==> src/rtl/addsub_pkg.sv <==
// Shared types and constants for the adder/subtractor result stage.
package addsub_pkg;

    localparam int unsigned DATA_WIDTH = 8;
    localparam int unsigned FLAGS_W    = 4;

    localparam int unsigned FLG_CB = 0;
    localparam int unsigned FLG_V  = 1;
    localparam int unsigned FLG_Z  = 2;
    localparam int unsigned FLG_N  = 3;

    // Field order matches the FLG_* bit indices: {N,Z,V,CB}
    typedef struct packed {
        logic n;
        logic z;
        logic v;
        logic cb;
    } flags_t;

    localparam logic [DATA_WIDTH-1:0] SAT_POS = {1'b0, {(DATA_WIDTH-1){1'b1}}};
    localparam logic [DATA_WIDTH-1:0] SAT_NEG = {1'b1, {(DATA_WIDTH-1){1'b0}}};

endpackage

==> src/rtl/addsub_flag_calc.sv <==
// Combinational status-flag derivation for one adder/subtractor result.
// ADDSUB_SATURATE_EN: clamp the result on signed overflow instead of wrapping.
module addsub_flag_calc
    import addsub_pkg::*;
#(
    parameter int unsigned WIDTH = DATA_WIDTH
) (
    input  logic [WIDTH-1:0] sum,
    input  logic             cout,
    input  logic             sub,
    input  logic             a_msb,
    input  logic             b_msb,
    output logic [WIDTH-1:0] result,
    output flags_t           flags
);

    logic v;

    always_comb begin
        v      = (a_msb == (b_msb ^ sub)) && (sum[WIDTH-1] != a_msb);
        result = sum;
`ifdef ADDSUB_SATURATE_EN
        // Overflow always has the sign of A, so A_msb picks the clamp rail
        if (v) begin
            result = {a_msb, {(WIDTH-1){~a_msb}}};
        end
`endif
        flags    = '0;
        flags.cb = sub ? ~cout : cout;
        flags.v  = v;
        flags.n  = result[WIDTH-1];
        flags.z  = (result == '0);
    end

endmodule

==> src/rtl/addsub_result_stage.sv <==
// Result stage: captures adder output with flags into a small FIFO behind a valid/ready port.
// ADDSUB_SATURATE_EN selects clamped results on overflow (see addsub_flag_calc).
module addsub_result_stage
    import addsub_pkg::*;
#(
    parameter int unsigned WIDTH = DATA_WIDTH,
    parameter int unsigned DEPTH = 2
) (
    input  logic               clk,
    input  logic               rst,
    input  logic               in_valid,
    output logic               in_ready,
    input  logic [WIDTH-1:0]   Sum,
    input  logic               Cout,
    input  logic               Sub,
    input  logic               A_msb,
    input  logic               B_msb,
    output logic               out_valid,
    input  logic               out_ready,
    output logic [WIDTH-1:0]   out_result,
    output logic [FLAGS_W-1:0] out_flags,
    output logic [7:0]         ovf_count,
    input  logic               ovf_clr
);

    localparam int unsigned PTR_W   = $clog2(DEPTH);
    localparam int unsigned CNT_W   = PTR_W + 1;
    localparam logic [7:0]  OVF_MAX = 8'hFF;

    logic [WIDTH-1:0] mem_result [DEPTH];
    flags_t           mem_flags  [DEPTH];

    logic [PTR_W-1:0] wr_ptr, wr_ptr_nxt;
    logic [PTR_W-1:0] rd_ptr, rd_ptr_nxt;
    logic [CNT_W-1:0] count, count_nxt;
    logic [7:0]       ovf_nxt;
    logic             push;
    logic             pop;
    logic [WIDTH-1:0] calc_result;
    flags_t           calc_flags;

    addsub_flag_calc #(
        .WIDTH (WIDTH)
    ) u_flag_calc (
        .sum    (Sum),
        .cout   (Cout),
        .sub    (Sub),
        .a_msb  (A_msb),
        .b_msb  (B_msb),
        .result (calc_result),
        .flags  (calc_flags)
    );

    // Ready depends on occupancy only, so a pop never frees a slot in the same cycle
    assign in_ready   = (count != CNT_W'(DEPTH)) & ~rst;
    assign out_valid  = (count != '0);
    assign push       = in_valid & in_ready;
    assign pop        = out_valid & out_ready;
    assign out_result = mem_result[rd_ptr];
    assign out_flags  = mem_flags[rd_ptr];

    // Next-state for pointers, occupancy and overflow counter
    always_comb begin
        wr_ptr_nxt = wr_ptr;
        rd_ptr_nxt = rd_ptr;
        count_nxt  = count;
        ovf_nxt    = ovf_count;

        if (push) begin
            wr_ptr_nxt = wr_ptr + PTR_W'(1);
        end
        if (pop) begin
            rd_ptr_nxt = rd_ptr + PTR_W'(1);
        end

        case ({push, pop})
            2'b10:   count_nxt = count + CNT_W'(1);
            2'b01:   count_nxt = count - CNT_W'(1);
            default: count_nxt = count;
        endcase

        if (ovf_clr) begin
            ovf_nxt = '0;
        end else if (push && calc_flags.v && (ovf_count != OVF_MAX)) begin
            ovf_nxt = ovf_count + 8'd1;
        end
    end

    always_ff @(posedge clk) begin
        if (rst) begin
            wr_ptr    <= '0;
            rd_ptr    <= '0;
            count     <= '0;
            ovf_count <= '0;
            for (int unsigned i = 0; i < DEPTH; i++) begin
                mem_result[i] <= '0;
                mem_flags[i]  <= '0;
            end
        end else begin
            wr_ptr    <= wr_ptr_nxt;
            rd_ptr    <= rd_ptr_nxt;
            count     <= count_nxt;
            ovf_count <= ovf_nxt;
            if (push) begin
                mem_result[wr_ptr] <= calc_result;
                mem_flags[wr_ptr]  <= calc_flags;
            end
        end
    end

endmodule

==> config.mk <==
export PLATFORM = sky130hd
export DESIGN_NAME = addsub_result_stage
export DESIGN_NICKNAME = d
export VERILOG_FILES = /design/src/rtl/addsub_pkg.sv /design/src/rtl/addsub_flag_calc.sv /design/src/rtl/addsub_result_stage.sv
export SDC_FILE = /design/constraint.sdc
export NUM_CORES = 1
export LEC_CHECK = 0
export CORE_ASPECT_RATIO = 0.75
export CORE_MARGIN = 4
export CORE_UTILIZATION = 49
export DETAILED_ROUTE_END_ITERATION = 6
export PLACE_DENSITY_LB_ADDON = 0.15
export SETUP_SLACK_MARGIN = 0.2
export SLEW_MARGIN = 20
export SYNTH_ARGS = -nofsm -noshare
export SYNTH_HDL_FRONTEND = slang
export SYNTH_SLANG_ARGS = --single-unit
==> constraint.sdc <==
create_clock -name clk -period 2.1 [get_ports clk]
set_clock_uncertainty 0.1 [all_clocks]
set_input_delay 0.21 -clock clk [delete_from_list [all_inputs] [get_ports clk]]
set_output_delay 0.21 -clock clk [all_outputs]
set_load 0.01 [all_outputs]
==> results.md, run 1 <==
* H-Tree Level Count at 2
* Number of synthesized flops with an enable pin at 22
* # diodes at 0
* Pin count of the biggest net entering global routing at 19
* Clk_lat worst skew at 290 ps
* Fill cell count at 256
* Dpl hpwl at 2.47 mm
* Max VDD drop at about 0.00053 V
* Setup violators final at 0
* Area delta synth->final at 34.8%
* Global-route wire length before repair at 5.46 mm
* Hold Buf Count CTS at 0
* Main synth FF type: edfxtp_1
* Synth Area per Inst at 11.4 um2
* Worst path arrival time at 1500 ps
* RSZ-0062 raised after global routing: no
* Final hold violation count at 0
* DRT antenna net count at 0
* IO Pins at 39
* Vias at 1247
* Port bufs at 38
* 1st-iter DRT viols at 84
* Post-synthesis net count at 167
* Final WL at 3.39 mm
* Period minus WS final at 1810 ps
* Initial antenna violation count at 0
* Post-synthesis cell count at 148
* Fin crit share at 0.861
* Die width at 75.8 um
* Clock buffer count from CTS at 5
* Die area at roughly 4500 um2
* Core Util, Final at 0.688
* Post-Place Cells at ~230
* CP startpoint kind: flip-flop
* Largest buffer count on any clock path at 2
* Post-layout net count at 215
* Number of synthesized register bits at 35
* GRT overflow at 0
* Total GRT Usage at 0.167
* Die Span Y at 58.8 um
* Post-synth ARST share at 0
* Clock sink count at 35
* Lkg Pwr at 0.897 nW
* Starting Density at 0.510
* Final Max Slew Viols at 0
* WL per Instance at about 14 um
* Remaining DRCs at 0
* CTS tree: done
* Vias per cell at 5.26
* PD cells at 887 nW/um2
* Synth warn at 0
* Share of post-route cells with drive strength above 1 at 0.198
* Worst endpoint required time at around 1800 ps
* Gp weighted congestion at 0.809
* Cell variety after synth at 35
* Fin cells at roughly 240
* Headroom to the max-slew limit at 0.766
* Kind of critical path: flip-flop to output pin
* Vias in the first global route at between 1000 and 1500
* Area share of the largest cell type after synthesis at 0.391
* Seq/Total Area, Yosys at 0.545
* Core footprint at 3310 um2
* Synth top area cells: edfxtp_1 (39%), dfxtp_1 (15%), mux2_2 (7.3%), and3_1 (6.3%), nor2_1 (4.2%)
* Fmax at 553 MHz
* Post-synth top area cell: edfxtp_1
* Status: complete, no violations
* Pre-antenna DRT Iters at 4
* Hold-critical path depth at 2
* R2R depth at 5
* Critical path endpoint category: output pin
* Synthesized area at 1690 um2
* Crit-path max FO at 2
* Clk slew on worst S/H paths at 70 ps
* Std-Cell Rows at 18
* Final hold slack at 416 ps
* Measured slew at the worst slew-check pin at 344 ps
* Max Cap Viol at 0
* Root Driver: clkbuf_8
* Worst min path class: flip-flop to flip-flop
* TNS Setup at 0 ps
registers in the layout, summed over array words and instances, names as in the netlist, named ones only:
signal      count
rd_ptr          1
count           2
mem_result     14
wr_ptr          1
ovf_count       8
mem_flags       8
metal layers:
metal  up-vias  global-route usage  share of wire
met1       589               0.227           0.49
met5         -                   0              0
met3         5              0.0734          0.064
met4         0              0.0449          0.012
met2        34               0.241           0.43
li1        619                   -              -
worst max-delay path, cell delays in order (launching register included):
cell             delay [ps]
dfxtp_1                 320
buf_6                   100
mux2_2                  320
clkdlybuf4s50_1         470
logic make-up after synthesis:
logic type | count (synthesis) | synth area share
xor gates and xnor gates | 9 | 0.0511
DFF | 35 | 0.545
adders and majority gates | 2 | 0.0148
buffers and inverters | 11 | 0.0341
and+or+nand+nor | 69 | 0.233
muxes | 12 | 0.0867
AOI/OAI and AO/OA | 10 | 0.0356
final timing paths:
check	end	startpoint	slack [ps]
hold / removal	ovf_count[1]	ovf_count[1]	420
setup reg to reg	count[1]	count[0]	320
setup / recovery	out_result[1]	flip-flop	290
hold reg to reg	ovf_count[1]	ovf_count[1]	420
where the power goes:
| part | leakage, nW | total, mW | switching, mW | internal (mW) |
|---|---|---|---|---|
| clock | 0.0556 | 0.592 | 0.245 | 0.347 |
| combinational | 0.506 | 0.584 | 0.255 | 0.329 |
| sequential | 0.336 | 0.845 | 0.0375 | 0.807 |
placed cells by master, fill, tap and decap left out, types with 2 or more instances in the layout:
cell type / n
a21oi_1: 5
and2_1: 2
and3_1: 17
buf_4: 7
buf_6: 2
clkbuf_8: 5
clkdlybuf4s50_1: 27
dfxtp_1: 13
dlygate4sd2_1: 11
edfxtp_1: 22
ha_1: 2
inv_1: 3
mux2_2: 11
nand2_1: 8
nand2b_1: 3
nand3_1: 4
nor2_1: 19
nor2b_1: 3
nor3_2: 2
nor4_1: 2
nor4_2: 2
o21ai_0: 2
or2_2: 2
xnor2_1: 7
area by class of cell:
type | instances | area (um2) | area share
inverter | 4 | 20.0 | 0.00879
clock inverter | 3 | 38.8 | 0.0170
tap | 40 | 50.0 | 0.0220
timing repair buffer | 48 | 462 | 0.203
clock buffer | 5 | 68.8 | 0.0302
sequential | 35 | 921 | 0.404
multi-input combinational | 102 | 717 | 0.315
cell usage after synthesis, drive strengths merged (2+ instances only):
cell type and n:
a21oi 5, and2 2, and3 17, buf 3, clkbuf 4, dfxtp 13
edfxtp 22, ha 2, inv 4, mux2 11, nand2 8, nand2b 3
nand3 4, nor2 19, nor2b 3, nor3 3, nor4 4, o21ai 2
or2 2, xnor2 8
through the flow:
stage / setup WS [ps] / instance area [um2] / power, mW
after floorplan: 354 / 1690 / 1.18
after global placement: 88.7 / 2150 / 1.43
after detailed placement: 57.7 / 2150 / 1.45
after CTS: 273 / 2270 / 2.04
after global routing: 223 / 2280 / 2.12
final: 293 / 2280 / 2.02
what timing repair did:
item                                    CTS  global route
resized for setup                        12             2
cloned                                    0             0
endpoints found under the setup margin   12            10
setup buffers                             1             0
Note: power is estimated with default switching activity, not from simulation.
==> run 2: changes to the inputs <==
--- a/config.mk
+++ b/config.mk
@@ -6,7 +6,7 @@
 export NUM_CORES = 1
 export LEC_CHECK = 0
 export CORE_ASPECT_RATIO = 0.75
-export CORE_MARGIN = 4
+export CORE_MARGIN = 2
 export CORE_UTILIZATION = 49
 export DETAILED_ROUTE_END_ITERATION = 6
 export PLACE_DENSITY_LB_ADDON = 0.15
==> results.md, run 2 (synthesis gave the netlist of run 1 again) <==
* # diodes at 0
* Starting Density at 0.514
* Core footprint at 3290 um2
* Clock buffer count from CTS at 5
* WL per Instance at 15.0 um
* DRT antenna net count at 0
* Die area at 3940 um2
* Clock power share at 0.257
* H-Tree Level Count at 2
* Largest register FFs at 14
* Hold path start: ovf_count[1]
* Internal Power at 1.41 mW
* Setup violators final at 0
* Largest buffer count on any clock path at 2
* Pre-antenna DRT Iters at 4
* Hold Path End: ovf_count[1]
* Worst endpoint required time at 1790 ps
* Kind of critical path: flip-flop to output pin
* Most common cell after layout, fill and taps aside: clkdlybuf4s50_1
* CTS tree: done
* RR Startpoint: count[0]
* Post-DP Area at 2160 um2
* Fmax at 530 MHz
* Critical path endpoint category: output pin
* Largest Register: mem_result
* Total GRT Usage at 0.197
* GRT overflow at 0
* IO Pins at 39
* M2 GR Usage at 0.298
* Hold-critical path depth at 2
* Max VDD drop at a little under 0.0006 V
* Share of post-route cells with drive strength above 1 at 0.207
* CP startpoint kind: flip-flop
* Post-layout net count at 216
* Worst path arrival time at 1580 ps
* RSZ-0062 raised after global routing: yes
* Worst min path class: flip-flop to flip-flop
* Clk_lat worst skew at around 280 ps
* Vias in the first global route at approximately 1200
* Vias per cell at 5.26
* Initial antenna violation count at 0
* Worst R2R Setup Slack at 310 ps
* Pwr Total at 1.94 mW
* Net Sw Frac at 0.277
* Clock sink count at 35
* Sequential cell fraction of total power at 0.438
* Most frequent cells in the layout: clkdlybuf4s50_1 (27), edfxtp_1 (22), nor2_1 (19)
* Area delta synth->final at 35.6%
* Lkg Pwr at ~0.98 nW
* Final Max Slew Viols at 0
* R2R depth at 5
* Post-CTS setup buffer count at 0
* Biggest regs: mem_result x14, mem_flags x8, ovf_count x8
* Clk slew on worst S/H paths at 60 ps
* Pin count of the biggest net entering global routing at 19
* TNS Setup at 0 ps
* Fin crit share at 0.899
* Std-Cell Rows at 18
* Final Cell Area at 2290 um2
* Final hold violation count at 0
* Global-route wire length before repair at 5.60 mm
* Crit-path max FO at 6
* Period minus WS final at 1890 ps
* Final WL at 3.57 mm
* Share of total power in combinational logic at 0.304
* FF-to-FF End: count[1]
* Status: complete, no violations
* Grt met3 use at 0.0755
* PD cells at 849 nW/um2
* Port bufs at 38
* Vias at 1253
* Net load switching power at 0.538 mW
* Gp weighted congestion at between 0.7 and 0.8
* Root Driver: clkbuf_8
* GRT Max-Usage Layer: met2
* Global-route track usage on met1 at 0.271
* Dpl hpwl at between 2 and 2.5 mm
* Die width at ~70 um
* 1st-iter DRT viols at between 100 and 150
* Core Util, Final at 0.697
* Headroom to the max-slew limit at 0.779
* Die Span Y at between 50 and 60 um
* Max Cap Viol at 0
* Remaining DRCs at 0
* Measured slew at the worst slew-check pin at between 300 and 400 ps
-- run 2: worst max path at each step --
stage                          from          endpoint  slack (ps)  depth (start not counted)
final                     flip-flop     out_result[4]         210                          3
after detailed placement   in_valid          count[1]          80                          7
after floorplan            count[0]          count[1]         350                          5
after global routing      flip-flop     out_result[4]         140                          3
after CTS                 flip-flop      out_flags[2]         180                          3
after global placement     in_valid  mem_result[1][2]         120                          7
-- run 2: worst max-delay path, cell delays in order, from the launching register on --
cell	delay [ps]
dfxtp_2	360
buf_6	140
mux2_2	330
clkdlybuf4s50_1	470
-- run 2: cell type report --
type / count / area, um2
fillers: 240 / 997
flip-flops and latches: 35 / 922
multi-input cells: 102 / 717
repair buffers: 49 / 490
clock buffers: 7 / 86.3
well taps: 40 / 50.0
inverters: 4 / 20.0
clock inverters: 1 / 5.00
-- run 2: per-stage QoR --
step / std cells / worst slack (ps) / hold WS, ps
6_report: 238 / 212 / 414
5_1_grt: 238 / 141 / 469
4_1_cts: 237 / 182 / 406
3_5_place_dp: 229 / 80.4 / 399
3_3_place_gp: 229 / 116 / 382
2_1_floorplan: 148 / 354 / 297
-- run 2: what timing repair did --
action | 4_1_cts | 5_1_grt
resized for setup | 3 | 14
hold buffers | 0 | 0
setup endpoints to repair | 12 | 13
cloned | 0 | 1
-- run 2: power groups by stage --
stage          sequential (mW)  combinational [mW]  clock [mW]
2_1_floorplan            0.847               0.338           0
3_3_place_gp             0.856               0.574           0
3_5_place_dp             0.860               0.593           0
4_1_cts                  0.846               0.591       0.507
5_1_grt                  0.864               0.646       0.536
6_report                 0.852               0.591       0.500
-- run 2: metal layers --
layer	routed length (um)	vias up
li1	-	627
met1	1760	580
met2	1550	44
met3	243	2
met4	12	0
met5	0	-
==> run 3: changes to the inputs <==
--- a/config.mk
+++ b/config.mk
@@ -11,6 +11,7 @@
 export DETAILED_ROUTE_END_ITERATION = 6
 export PLACE_DENSITY_LB_ADDON = 0.15
 export SETUP_SLACK_MARGIN = 0.2
+export SKIP_CTS_REPAIR_TIMING = 1
 export SLEW_MARGIN = 20
 export SYNTH_ARGS = -nofsm -noshare
 export SYNTH_HDL_FRONTEND = slang
==> results.md, run 3 (synthesis gave the netlist of run 1 again) <==
* Internal Power at 1.42 mW
* Gp weighted congestion at approximately 0.76
* Clock sink count at 35
* Multi-input logic area at 717 um2
* Clk_lat worst skew at 280 ps
* IO Pins at 39
* Fin cells at 238
* Setup violators final at 0
* Max Cap Viol at 0
* Final Max Slew Viols at 0
* Root Driver: clkbuf_8
* H-Tree Level Count at 2
* Core Util, Final at 0.694
* Pin count of the biggest net entering global routing at 19
* WL per Instance at around 15 um
* Fin crit share at 0.916
* Lkg Pwr at between 0.9 and 1 nW
* Vias in the first global route at approximately 1200
* Status: complete, no violations
* Share of total power in combinational logic at 0.307
* Largest register FFs at 14
* Die width at 71.8 um
* Remaining DRCs at 0
* Total GRT Usage at 0.195
* Cell family with most CP delay: buffers and inverters
* Vias per cell at 5.25
* Final hold violation count at 0
* Pre-antenna DRT Iters at 4
* Post-DP Area at 2160 um2
* Final WL at 3.47 mm
* # diodes at 0
* Fill cell count at 234
* DRT antenna net count at 0
* Vias at 1249
* Headroom to the max-slew limit at 0.774
* Hold-critical path depth at 2
* CP startpoint kind: flip-flop
* Worst path slowest cell: clkdlybuf4s50_1
* Net load switching power at 0.539 mW
* Area delta synth->final at 35.2%
* Core footprint at 3290 um2
* Sequential cell fraction of total power at 0.436
* Largest buffer count on any clock path at 2
* Largest Register: mem_result
* FF-to-FF End: count[1]
* TNS Setup at 0 ps
* Dpl hpwl at 2.48 mm
* GRT overflow at 0
* Period minus WS final at 1920 ps
* Std-Cell Rows at 18
* Post-layout net count at between 200 and 250
* Port bufs at 38
* Clk slew on worst S/H paths at 60 ps
* Measured slew at the worst slew-check pin at 335 ps
* Initial antenna violation count at 0
* Worst path arrival time at 1610 ps
* Starting Density at 0.514
* Most frequent cells in the layout: clkdlybuf4s50_1 (33), edfxtp_1 (22), nor2_1 (19)
* Fmax at 520 MHz
* RSZ-0062 raised after global routing: yes
* Global-route wire length before repair at about 5.6 mm
* Clock buffer count from CTS at 5
* Final Cell Area at 2280 um2
* Reg area at 922 um2
* R2R depth at 5
* Worst R2R Setup Slack at 310 ps
* Net Sw Frac at 0.275
* CP peak stage delay at 480 ps
* Share of post-route cells with drive strength above 1 at 0.207
* Die Span Y at about 55 um
* 1st-iter DRT viols at 121
* Critical Path Sink: out_flags[3]
* Biggest regs: mem_result x14, mem_flags x8, ovf_count x8
* Kind of critical path: flip-flop to output pin
* Most common cell after layout, fill and taps aside: clkdlybuf4s50_1
* PD cells at 858 nW/um2
* Clock power share at 0.257
* CP Cell Sequence: buf_6 > mux2_2 > clkdlybuf4s50_1
* Crit-path max FO at 6
* CTS tree: done
* PnR worst setup slack at 177 ps
* Worst endpoint required time at 1790 ps
* Critical path buffers and inverters at 2
* Die area at between 3000 and 4000 um2
* Worst min path class: flip-flop to flip-flop
* RR Startpoint: count[0]
* Max VDD drop at 0.000596 V
* Dpl ws at between 80 and 90 ps
* Critical Path Stages at 3
* Post-Place Cells at approximately 230
* Critical path endpoint category: output pin
-- run 3: through the flow --
step	total power [mW]	hold slack, ps
floorplan	1.18	297
global placement	1.43	382
detailed placement	1.45	399
CTS	1.95	406
global route	2.05	469
finish	1.96	414
-- run 3: how the worst min path moves through the flow --
stage	from	endpoint	slack [ps]
2_1_floorplan	ovf_clr	ovf_count[7]	300
3_3_place_gp	count[1]	count[1]	380
3_5_place_dp	ovf_count[1]	ovf_count[1]	400
4_1_cts	ovf_count[1]	ovf_count[1]	410
5_1_grt	rd_ptr	flip-flop	470
6_report	ovf_count[1]	ovf_count[1]	410
-- run 3: cell type report --
cell class,count,area share
Sequential cell,35,0.404
Clock inverter,1,0.00219
Inverter,4,0.00877
Clock buffer,7,0.0378
Timing Repair Buffer,49,0.212
Multi-Input combinational cell,102,0.314
Tap cell,40,0.0219
-- run 3: metal layers --
metal / global-route usage / wire length [um]
met2: 0.301 / 1500
met4: 0.0409 / 12
met3: 0.0755 / 216
met5: 0 / 0
met1: 0.263 / 1740
-- run 3: worst min-delay path, delay by kind of cell (launching register included) --
kind             cells  cell delay (ps)
flip-flops           1              340
AND/OR/NAND/NOR      1               60
AO/OA/AOI/OAI        1               60
-- run 3: power by group through the flow --
stage                     Combinational [mW]  Sequential, mW  Clock [mW]
after floorplan                        0.338           0.847           0
after global placement                 0.574           0.856           0
after detailed placement               0.593           0.860           0
after CTS                              0.595           0.845       0.507
after global routing                   0.654           0.864       0.536
final                                  0.601           0.854       0.504
==> RTL edit (settings of run 3) <==
Add a define of `ADDSUB_SATURATE_EN`.
--- a/src/rtl/addsub_flag_calc.sv
+++ b/src/rtl/addsub_flag_calc.sv
@@ -1,4 +1,6 @@
 // Combinational status-flag derivation for one adder/subtractor result.
 // ADDSUB_SATURATE_EN: clamp the result on signed overflow instead of wrapping.
+`define ADDSUB_SATURATE_EN
+
 module addsub_flag_calc
     import addsub_pkg::*;
Function: changed (a bounded check fails within 4 cycles, from zero or initial values and one cycle with rst high).
==> RTL edit against run 3 <==
  * Non-clock buffer count is 2 lower
  * Sequential cell count stayed put
  * Design area is 2.5% higher
  * Routed wire length is 5.6% higher
  * Total power is 4.1% higher
  * Core utilization is 0.79 points higher
  * Sequential share of layout area is 0.99 points lower
  * Worst setup slack better by 130 ps
  * Synthesized area is 1.8% higher
  * Hold slack worse by 31 ps
  * Critical path depth is 2 higher
  * Largest cell class unchanged
  * Highest routed layer unchanged
==> RTL edit: results (changes against run 3) <==
| Metric | Value |
|---|---|
| Filler Cell Count | 249 (+6.4%) |
| HPWL Detailed | 2.70 mm (+8.7%) |
| Number of H-tree levels | 2 (unchanged) |
| Most frequent cell after synthesis | nor2_1 |
| Crit path max-delay family | simple AND/OR/NAND/NOR gates |
| Via count of the first global-routing pass | 1306 (+9.5%) |
| Arr. time, crit path | 1910 ps (+300 ps) |
| Post-synthesis sequential area ratio | 53.6% (-0.95 points) |
| Ys Warns | 0 (unchanged) |
| Regs by FF count | mem_result: 14 flops, mem_flags: 8 flops, ovf_count: 8 flops |
| Number of enable flip-flop cells after synthesis | 22 (unchanged) |
| CTS Buf Count | 5 (unchanged) |
| I/O Buffers | 38 (unchanged) |
| Synthesized instance count | 161 (+8.8%) |
| First-pass GRT wire length | 5.98 mm (+7.6%) |
| Cell types with the highest counts after synthesis | nor2_1 (34), edfxtp_1 (22), dfxtp_1 (13) |
| Pre-CTS WS | 88.1 ps (+7.73 ps) |
| Peak supply drop | 0.544 mV (-8.8%) |
| Result of the run | finished clean |
| Antenna violations before repair | 0 (unchanged) |
| Clock Latency Late Sink | 280 ps (about the same) |
| Ratio of cells with drive above 1 in the final layout | 17.7% (-3.0 points) |
| P_leak | 0.973 nW (+5.1%) |
| Critical Path Slowest Stage Cell | or3_1 |
| Antenna Diode Count | 0 (unchanged) |
| Crit path largest cell delay | 350 ps (-130 ps) |
| Routability cong. | 0.828 (+9.0%) |
| Power spent charging and discharging nets | 0.536 mW (-0.45%) |
| Net total in the final layout | 227 (+5.1%) |
| Worst Hold Class | flop to flop |
| Least-Margin Pin Slew | 445 ps (+110 ps) |
| Non-filler instance count after layout | 249 (+4.6%) |
| Maximum buffer depth of the clock tree | 2 (unchanged) |
| Mapped Nets | 180 (+7.8%) |
| Crit-path max FO | 4 (-2) |
| Async set-or-reset flop fraction in the synthesized netlist | 0% (unchanged) |
| Vias per Instance | 5.41 (+3.2%) |
| Flip-flop cell with the highest count after synthesis | edfxtp_1 |
| Clock tree root driver cell | clkbuf_8 |
| Distinct cell type count after synthesis | 32 (-8.6%) |
| GRT Total Usage | 19.7% (+0.26 points) |
| Clock slew seen by the registers of the worst setup and hold paths | 60 ps (about the same) |
| Placed Instances | 241 (+5.2%) |
| First drt pass iteration count | 4 (unchanged) |
| Routed length per instance | 14.7 µm (+0.90%) |
| Iteration-0 DRC count of the detailed router | 88 (-27%) |
| Pin count of the biggest net entering global routing | 13 (-6) |
| Synth area leaders | edfxtp_1 (38%), dfxtp_1 (15%), nor2_1 (7.4%) |
RTL edit: cell count changes after synthesis, moves of 2 or more:
cell     change
and3_1      -16
nor2_1      +15
o21a_1       +6
a21oi_1      +5
inv_1        -3
nand3_1      +3
mux2i_1      +2
RTL edit: cells by family (layout without fill, tap and decap cells):
family                     Yosys count  after routing  share of synthesized area [%]
muxes                               14             14                           9.17
and+or+nand+nor                     72             72                           21.2
DFF                                 35             35                           53.6
adders and majority gates            2              2                           1.46
AOI/OAI and AO/OA                   22             22                           7.86
buffers and inverters                7             55                           1.75
xor gates and xnor gates             9              9                           5.02
RTL edit: routing by layer:
layer	wire length [µm]	GRT usage [%]	vias to the layer above	part of all wire (%)
li1	-	-	661	-
met1	1570	24.4	642	43
met2	1850	32.9	40	50
met3	201	4.93	5	5.5
met4	44	7.94	0	1.2
met5	0	0	-	0
RTL edit: area by class of cell:
| type | instances | area share [%] |
|---|---|---|
| multi-input cells | 119 | 32.8 |
| repair buffers | 47 | 21.1 |
| clock inverters | 1 | 1.28 |
| clock buffers | 7 | 3.26 |
| flip-flops and latches | 35 | 39.4 |
| well taps | 40 | 2.14 |
RTL edit: tightest hold or removal path: stages (launching register included):
cell	delay, ps
dfxtp_1	320
nand2_1	60
a21oi_1	60
RTL edit: through the flow:
step	total power, mW	hold WS, ps	cell area [µm²]
floorplan	1.20	286	1720
global placement	1.46	358	2200
detailed placement	1.48	374	2200
CTS	2.06	384	2310
global route	2.13	423	2340
finish	2.04	383	2340
RTL edit: path summary, 6_finish.rpt:
kind / start / endpoint / slack (ps) / cells after the start
setup / recovery: count[1] / count[1] / 310 / 5
hold reg to reg: wr_ptr / wr_ptr / 380 / 2
hold / removal: wr_ptr / wr_ptr / 380 / 2
setup reg to reg: count[1] / count[1] / 310 / 5
RTL edit: power by group through the flow:
| stage | logic (mW) | registers [mW] | clock network (mW) |
|---|---|---|---|
| after CTS | 0.624 | 0.842 | 0.598 |
| after floorplan | 0.347 | 0.851 | 0 |
| after detailed placement | 0.620 | 0.857 | 0 |
| after global routing | 0.651 | 0.855 | 0.625 |
| after global placement | 0.605 | 0.852 | 0 |
| final | 0.605 | 0.845 | 0.589 |
